`src/rtl/vx_warp_scheduler_pkg.sv`:
```
// Shared sizing defaults and small helpers for the warp scheduler.
// Widths derive from NW/NT; PC_RESET is the boot PC of warp 0.
package vx_warp_scheduler_pkg;

    localparam int          VX_NW       = 8;
    localparam int          VX_NT       = 4;
    localparam logic [31:0] VX_PC_RESET = 32'h8000_0000;
    localparam logic [31:0] VX_PC_STEP  = 32'd4;

    function automatic logic [31:0] vx_next_pc(input logic [31:0] pc);
        return pc + VX_PC_STEP;
    endfunction

endpackage

```
`src/rtl/vx_warp_scheduler_rr_arbiter.sv`:
```
// Round-robin pick of one request, searching upward from ptr with wrap.
// Latency: combinational. Backpressure: none, the caller decides whether to consume the grant.
// Ready bits are qualified by the caller.
module vx_rr_arbiter #(
    parameter int NW = 8
) (
    input  logic [NW-1:0]         req,
    input  logic [$clog2(NW)-1:0] ptr,
    output logic [$clog2(NW)-1:0] grant,
    output logic                  any_grant
);
    localparam int WW = $clog2(NW);

    logic [WW-1:0] idx;

    // Walk the offsets from farthest to nearest so the nearest hit lands last.
    always_comb begin
        grant     = '0;
        any_grant = 1'b0;
        idx       = '0;
        for (int i = NW - 1; i >= 0; i--) begin
            idx = ptr + WW'(i);
            if (req[idx]) begin
                grant     = idx;
                any_grant = 1'b1;
            end
        end
    end

endmodule

```
`src/rtl/vx_warp_scheduler.sv`:
```
// Issues one ready warp per cycle to fetch; tracks active/pending/PC/mask per warp.
// Latency: one cycle state->outputs. Backpressure: in_stall freezes outputs, ptr and PC advance.
// Optional saturating perf counters under `VX_SCHED_PERF_EN (ports read 0 when undefined).
module vx_warp_scheduler
    import vx_warp_scheduler_pkg::*;
#(
    parameter int          NW       = VX_NW,
    parameter int          NT       = VX_NT,
    parameter logic [31:0] PC_RESET = VX_PC_RESET
) (
    input  logic                  clk,
    input  logic                  reset,
    input  logic                  in_stall,
    input  logic                  in_spawn_valid,
    input  logic [NW-1:0]         in_spawn_mask,
    input  logic [31:0]           in_spawn_pc,
    input  logic                  in_tmc_valid,
    input  logic [$clog2(NW)-1:0] in_tmc_warp,
    input  logic [NT-1:0]         in_tmc_mask,
    input  logic                  in_br_pend_valid,
    input  logic [$clog2(NW)-1:0] in_br_pend_warp,
    input  logic                  in_br_valid,
    input  logic [$clog2(NW)-1:0] in_br_warp,
    input  logic                  in_br_taken,
    input  logic [31:0]           in_br_dest,
    output logic                  out_fetch_valid,
    output logic [$clog2(NW)-1:0] out_warp_num,
    output logic [31:0]           out_curr_PC,
    output logic [NT-1:0]         out_valid,
    output logic                  out_busy,
    output logic [63:0]           out_perf_issue,
    output logic [63:0]           out_perf_idle
);
    localparam int WW = $clog2(NW);

    logic [NW-1:0]         active, active_n;
    logic [NW-1:0]         pend, pend_n;
    logic [NW-1:0][31:0]   pc, pc_n;
    logic [NW-1:0][NT-1:0] tmask, tmask_n;
    logic [WW-1:0]         ptr;
    logic [WW-1:0]         grant;
    logic                  any_grant;
    logic                  issue;

    vx_rr_arbiter #(.NW(NW)) u_arb (
        .req       (active & ~pend),
        .ptr       (ptr),
        .grant     (grant),
        .any_grant (any_grant)
    );

    assign issue = !in_stall && any_grant;

    // Later statements win: issue +4, spawn, resolve, pend-set, then TMC.
    always_comb begin
        active_n = active;
        pend_n   = pend;
        pc_n     = pc;
        tmask_n  = tmask;
        if (issue) begin
            pc_n[grant] = vx_next_pc(pc[grant]);
        end
        if (in_spawn_valid) begin
            for (int w = 0; w < NW; w++) begin
                if (in_spawn_mask[w] && !active[w]) begin
                    active_n[w] = 1'b1;
                    pend_n[w]   = 1'b0;
                    pc_n[w]     = in_spawn_pc;
                    tmask_n[w]  = '1;
                end
            end
        end
        if (in_br_valid) begin
            pend_n[in_br_warp] = 1'b0;
            if (in_br_taken) begin
                pc_n[in_br_warp] = in_br_dest;
            end
        end
        if (in_br_pend_valid) begin
            pend_n[in_br_pend_warp] = 1'b1;
        end
        if (in_tmc_valid) begin
            tmask_n[in_tmc_warp] = in_tmc_mask;
            if (in_tmc_mask == '0) begin
                active_n[in_tmc_warp] = 1'b0;
                pend_n[in_tmc_warp]   = 1'b0;
            end
        end
    end

    always_ff @(posedge clk or posedge reset) begin
        if (reset) begin
            active          <= NW'(1);
            pend            <= '0;
            pc              <= '0;
            pc[0]           <= PC_RESET;
            tmask           <= '0;
            tmask[0]        <= NT'(1);
            ptr             <= '0;
            out_fetch_valid <= 1'b0;
            out_warp_num    <= '0;
            out_curr_PC     <= '0;
            out_valid       <= '0;
            out_busy        <= 1'b0;
        end else begin
            active   <= active_n;
            pend     <= pend_n;
            pc       <= pc_n;
            tmask    <= tmask_n;
            out_busy <= |active_n;
            if (!in_stall) begin
                out_fetch_valid <= any_grant;
                if (any_grant) begin
                    out_warp_num <= grant;
                    out_curr_PC  <= pc[grant];
                    out_valid    <= tmask[grant];
                    ptr          <= grant + WW'(1);
                end
            end
        end
    end

`ifdef VX_SCHED_PERF_EN
    logic [63:0] perf_issue_q, perf_idle_q;

    always_ff @(posedge clk or posedge reset) begin
        if (reset) begin
            perf_issue_q <= '0;
            perf_idle_q  <= '0;
        end else begin
            if (issue && !(&perf_issue_q)) begin
                perf_issue_q <= perf_issue_q + 64'd1;
            end
            if (!in_stall && !any_grant && !(&perf_idle_q)) begin
                perf_idle_q <= perf_idle_q + 64'd1;
            end
        end
    end

    assign out_perf_issue = perf_issue_q;
    assign out_perf_idle  = perf_idle_q;
`else
    assign out_perf_issue = '0;
    assign out_perf_idle  = '0;
`endif

endmodule
```
`config.mk`:
```
export PLATFORM = sky130hd
export DESIGN_NAME = vx_warp_scheduler
export DESIGN_NICKNAME = d
export VERILOG_FILES = /design/src/rtl/vx_warp_scheduler_pkg.sv /design/src/rtl/vx_warp_scheduler_rr_arbiter.sv /design/src/rtl/vx_warp_scheduler.sv
export SDC_FILE = /design/constraint.sdc
export NUM_CORES = 1
export LEC_CHECK = 0
export CORE_ASPECT_RATIO = 2
export CORE_UTILIZATION = 55
export CTS_CLUSTER_DIAMETER = 100
export DETAILED_ROUTE_END_ITERATION = 7
export DONT_BUFFER_PORTS = 1
export PLACE_DENSITY = 0.77
export SETUP_SLACK_MARGIN = 0.05
export SYNTH_ARGS = -nofsm -noshare
export SYNTH_HDL_FRONTEND = slang
export SYNTH_HIERARCHICAL = 1
export SYNTH_SLANG_ARGS = --single-unit
```
`constraint.sdc`:
```
create_clock -name clk -period 11.5 [get_ports clk]
set_input_delay 2.3 -clock clk [delete_from_list [all_inputs] [get_ports clk]]
set_output_delay 2.3 -clock clk [all_outputs]
set_load 0.01 [all_outputs]
```
==> flow_metrics.py <==
metrics = {
    "synth": {
        "synth_cell_types": 90,
        "yosys-top-cells-count": "nand2_1 (385), dfrtp_1 (345), a21oi_1 (257)",
        "syn-instance-count": 2672,
        "netlist.area_leader.share_pct": 38.4,
        "synth_flop_cell": "dfrtp_1",
        "ys_seq_elements": 348,
        "yosysWarnings": 6,
        "synth.most_common_cell": "nand2_1",
        "async_flop_share_pct": 100,
        "synth_area_per_cell_um2": 8.41,
        "yosysSeqAreaShare_pct": 38.8,
        "synth.largest_area_cell": "dfrtp_1",
        "synthesis.area_um2": 22500,
        "yosys-top-cells-area": "dfrtp_1 (38%), nand2_1 (6.4%), a21oi_1 (5.7%), nor3_1 (5.1%), mux4_2 (5.0%)",
        "synth_edf_count": 0,
    },
    "layout": {
        "final_cells": 3063,
        "multi_input_area_um2": 12200,
        "fillers": 3506,
        "seqCellArea_um2": 8710,
        "layout-drive-gt1-share_pct": 10.2,
        "nets": 2606,
        "utilization_pct": 57.7,
        "syn_to_final_growth_pct": 3.23,
        "design_area_um2": 23200,
    },
    "global_route": {
        "antenna_found_initial": 7,
        "grt_max_degree": 180,
        "grt_pass1_vias": 22071,
        "grt_pass1_wl_um": 135000,
        "grt_usage_pct": 44.0,
        "overflow": 0,
    },
    "drt": {
        "first_iter_violations": 3466,
        "routed_via_density": 7.26,
        "wl_per_cell_um": 30.2,
        "vias": 22230,
        "drcViolationCount": 0,
        "first_pass_iters": 8,
        "drt_wl_total_um": 92600,
        "ant_nets": 0,
    },
    "worst_setup_path": {
        "crit_path_cell_trace": "inv_1, ha_1, mux4_1, a21oi_1, o211ai_1, a211oi_1, nor4b_1, o22ai_4, buf_4, buf_4, nor2b_1, a311oi_1, nand4bb_1, nor2_2, nor4b_4, xor2_2, a21oi_1",
        "worst_r2r_path_depth": 17,
        "cp_slowest_stage_delay_ps": 930,
        "critical_path_required_ps": 11910,
        "crit_type": "flop to flop",
        "path_buf_inv": 3,
        "path_max_fanout": 38,
        "path_delay_family": "simple AND/OR/NAND/NOR gates",
        "critPathArrivalTime_ps": 8160,
        "critPathLaunchType": "flop",
        "slowest_stage": "nand4bb_1",
        "worstSetupEndpointType": "flop",
        "worstSetupPathDepth": 17,
    },
    "worst_hold_path": {
        "holdPathStages": 1,
        "hold_path.class": "flop to flop",
    },
    "clock_network": {
        "cts_resized": 0,
        "cts_setup_buffers": 0,
        "cts_buffer_depth": 3,
        "clock-sinks": 348,
        "cts_tree": "built",
        "h-tree-depth": 2,
        "holdBufCountCts": 0,
        "clk_pin_slew_worst_paths_ps": 60,
        "cts_made_buffers": 34,
        "cts-root-buf": "clkbuf_16",
        "clk_latency_ps": 590,
    },
    "sta": {
        "setup-tns-final_ps": 0,
        "worstMarginPinSlew_ps": 1390,
        "maxSlewViolCount": 0,
        "slew_headroom_pct": 4.49,
        "setup_viol": 0,
        "clock_skew_ps": 25.7,
        "max_freq_ghz": 0.129,
        "hold_violations": 0,
        "finalCritPeriodShare_pct": 67.4,
        "grt_setup_unrepaired": "no",
        "period_needed_ps": 7750,
    },
    "status": {
        "outcome": "finished clean",
    },
    "placement": {
        "dp_hpwl_um": 54800,
        "port_buffers": 0,
        "dpl.cell_count": 3002,
        "placed_area_um2": 22100,
        "gp_congestion": 0.958,
    },
    "floorplanning": {
        "dieArea_um2": 41700,
        "start_util_pct": 55.9,
        "chipHeight_um": 288,
        "core-area_um2": 40200,
        "die_w_um": 145,
        "num_rows": 104,
        "io_pins": 262,
    },
    "flow_run": {
        "maxCapViolations": 0,
    },
}
==> state kept, by name, summed over array words and instances (netlist names) <==
name,cells
active,8
out_busy,1
out_curr_PC,32
out_fetch_valid,1
out_valid,4
out_warp_num,3
pc,256
pend,8
ptr,3
tmask,32
==> per-stage QoR <==
step	worst slack, ps	hold slack (ps)
after floorplan	4540	455
final	3750	485
after global placement	4540	465
after global routing	3470	505
after CTS	4260	488
after detailed placement	4250	473
==> cells by family after synthesis <==
| logic type | synth area share, % |
|---|---|
| XOR/XNOR | 1.54 |
| AND/OR/NAND/NOR | 20.8 |
| other | 0.0167 |
| buffers and inverters | 9.51 |
| AO/OA/AOI/OAI | 20.1 |
| flip-flops | 38.8 |
| adder cells (fa/ha/maj) | 0.278 |
| multiplexers | 9.04 |
==> final timing paths <==
kind,startpoint,slack [ps],endpoint
setup / recovery,ptr[1],3750,pc[216]
hold / removal,tmask[16],490,tmask[16]
setup reg to reg,ptr[1],3750,pc[216]
hold reg to reg,tmask[16],490,tmask[16]
max in group asynchronous,reset,7210,pc[96]
min in group asynchronous,reset,1850,pc[41]
==> layout by cell type, fill, tap and decap left out, types with 10 or more instances in the layout <==
master	n
a211oi_1	14
a21o_1	21
a21oi_1	257
a31oi_1	52
and3_1	11
buf_4	51
clkbuf_16	35
conb_1	128
dfrtp_1	345
mux2_2	16
mux2i_1	50
mux4_2	50
nand2_1	385
nand3_1	25
nor2_1	225
nor2_2	16
nor2b_1	22
nor3_1	226
o211ai_1	39
o21ai_0	206
o221ai_1	19
o22a_1	33
o41ai_1	11
or2_2	10
or3_1	42
xnor2_1	17
xor2_1	10
==> per-layer routing <==
metal / routed length, um / vias up / GRT usage (%) / share of wire (%)
li1: - / 8910 / - / -
met2: 42100 / 2203 / 69.6 / 45
met1: 27700 / 10367 / 46.8 / 30
met5: 13 / - / 0 / 0.014
met3: 13000 / 748 / 14.2 / 14
met4: 9850 / 2 / 40.2 / 11
==> cell type report <==
class / instances / area share, %
timing repair buffer: 52 / 1.74
multi-input combinational: 2060 / 52.8
inverter: 12 / 0.210
tap: 530 / 2.86
clock inverter: 7 / 0.399
clock buffer: 53 / 4.46
antenna: 1 / 0.0108
sequential: 348 / 37.6
Power is left out: the tool's default activity adds up to more than one toggle a clock period on the data nets, which glitch-free logic cannot reach.
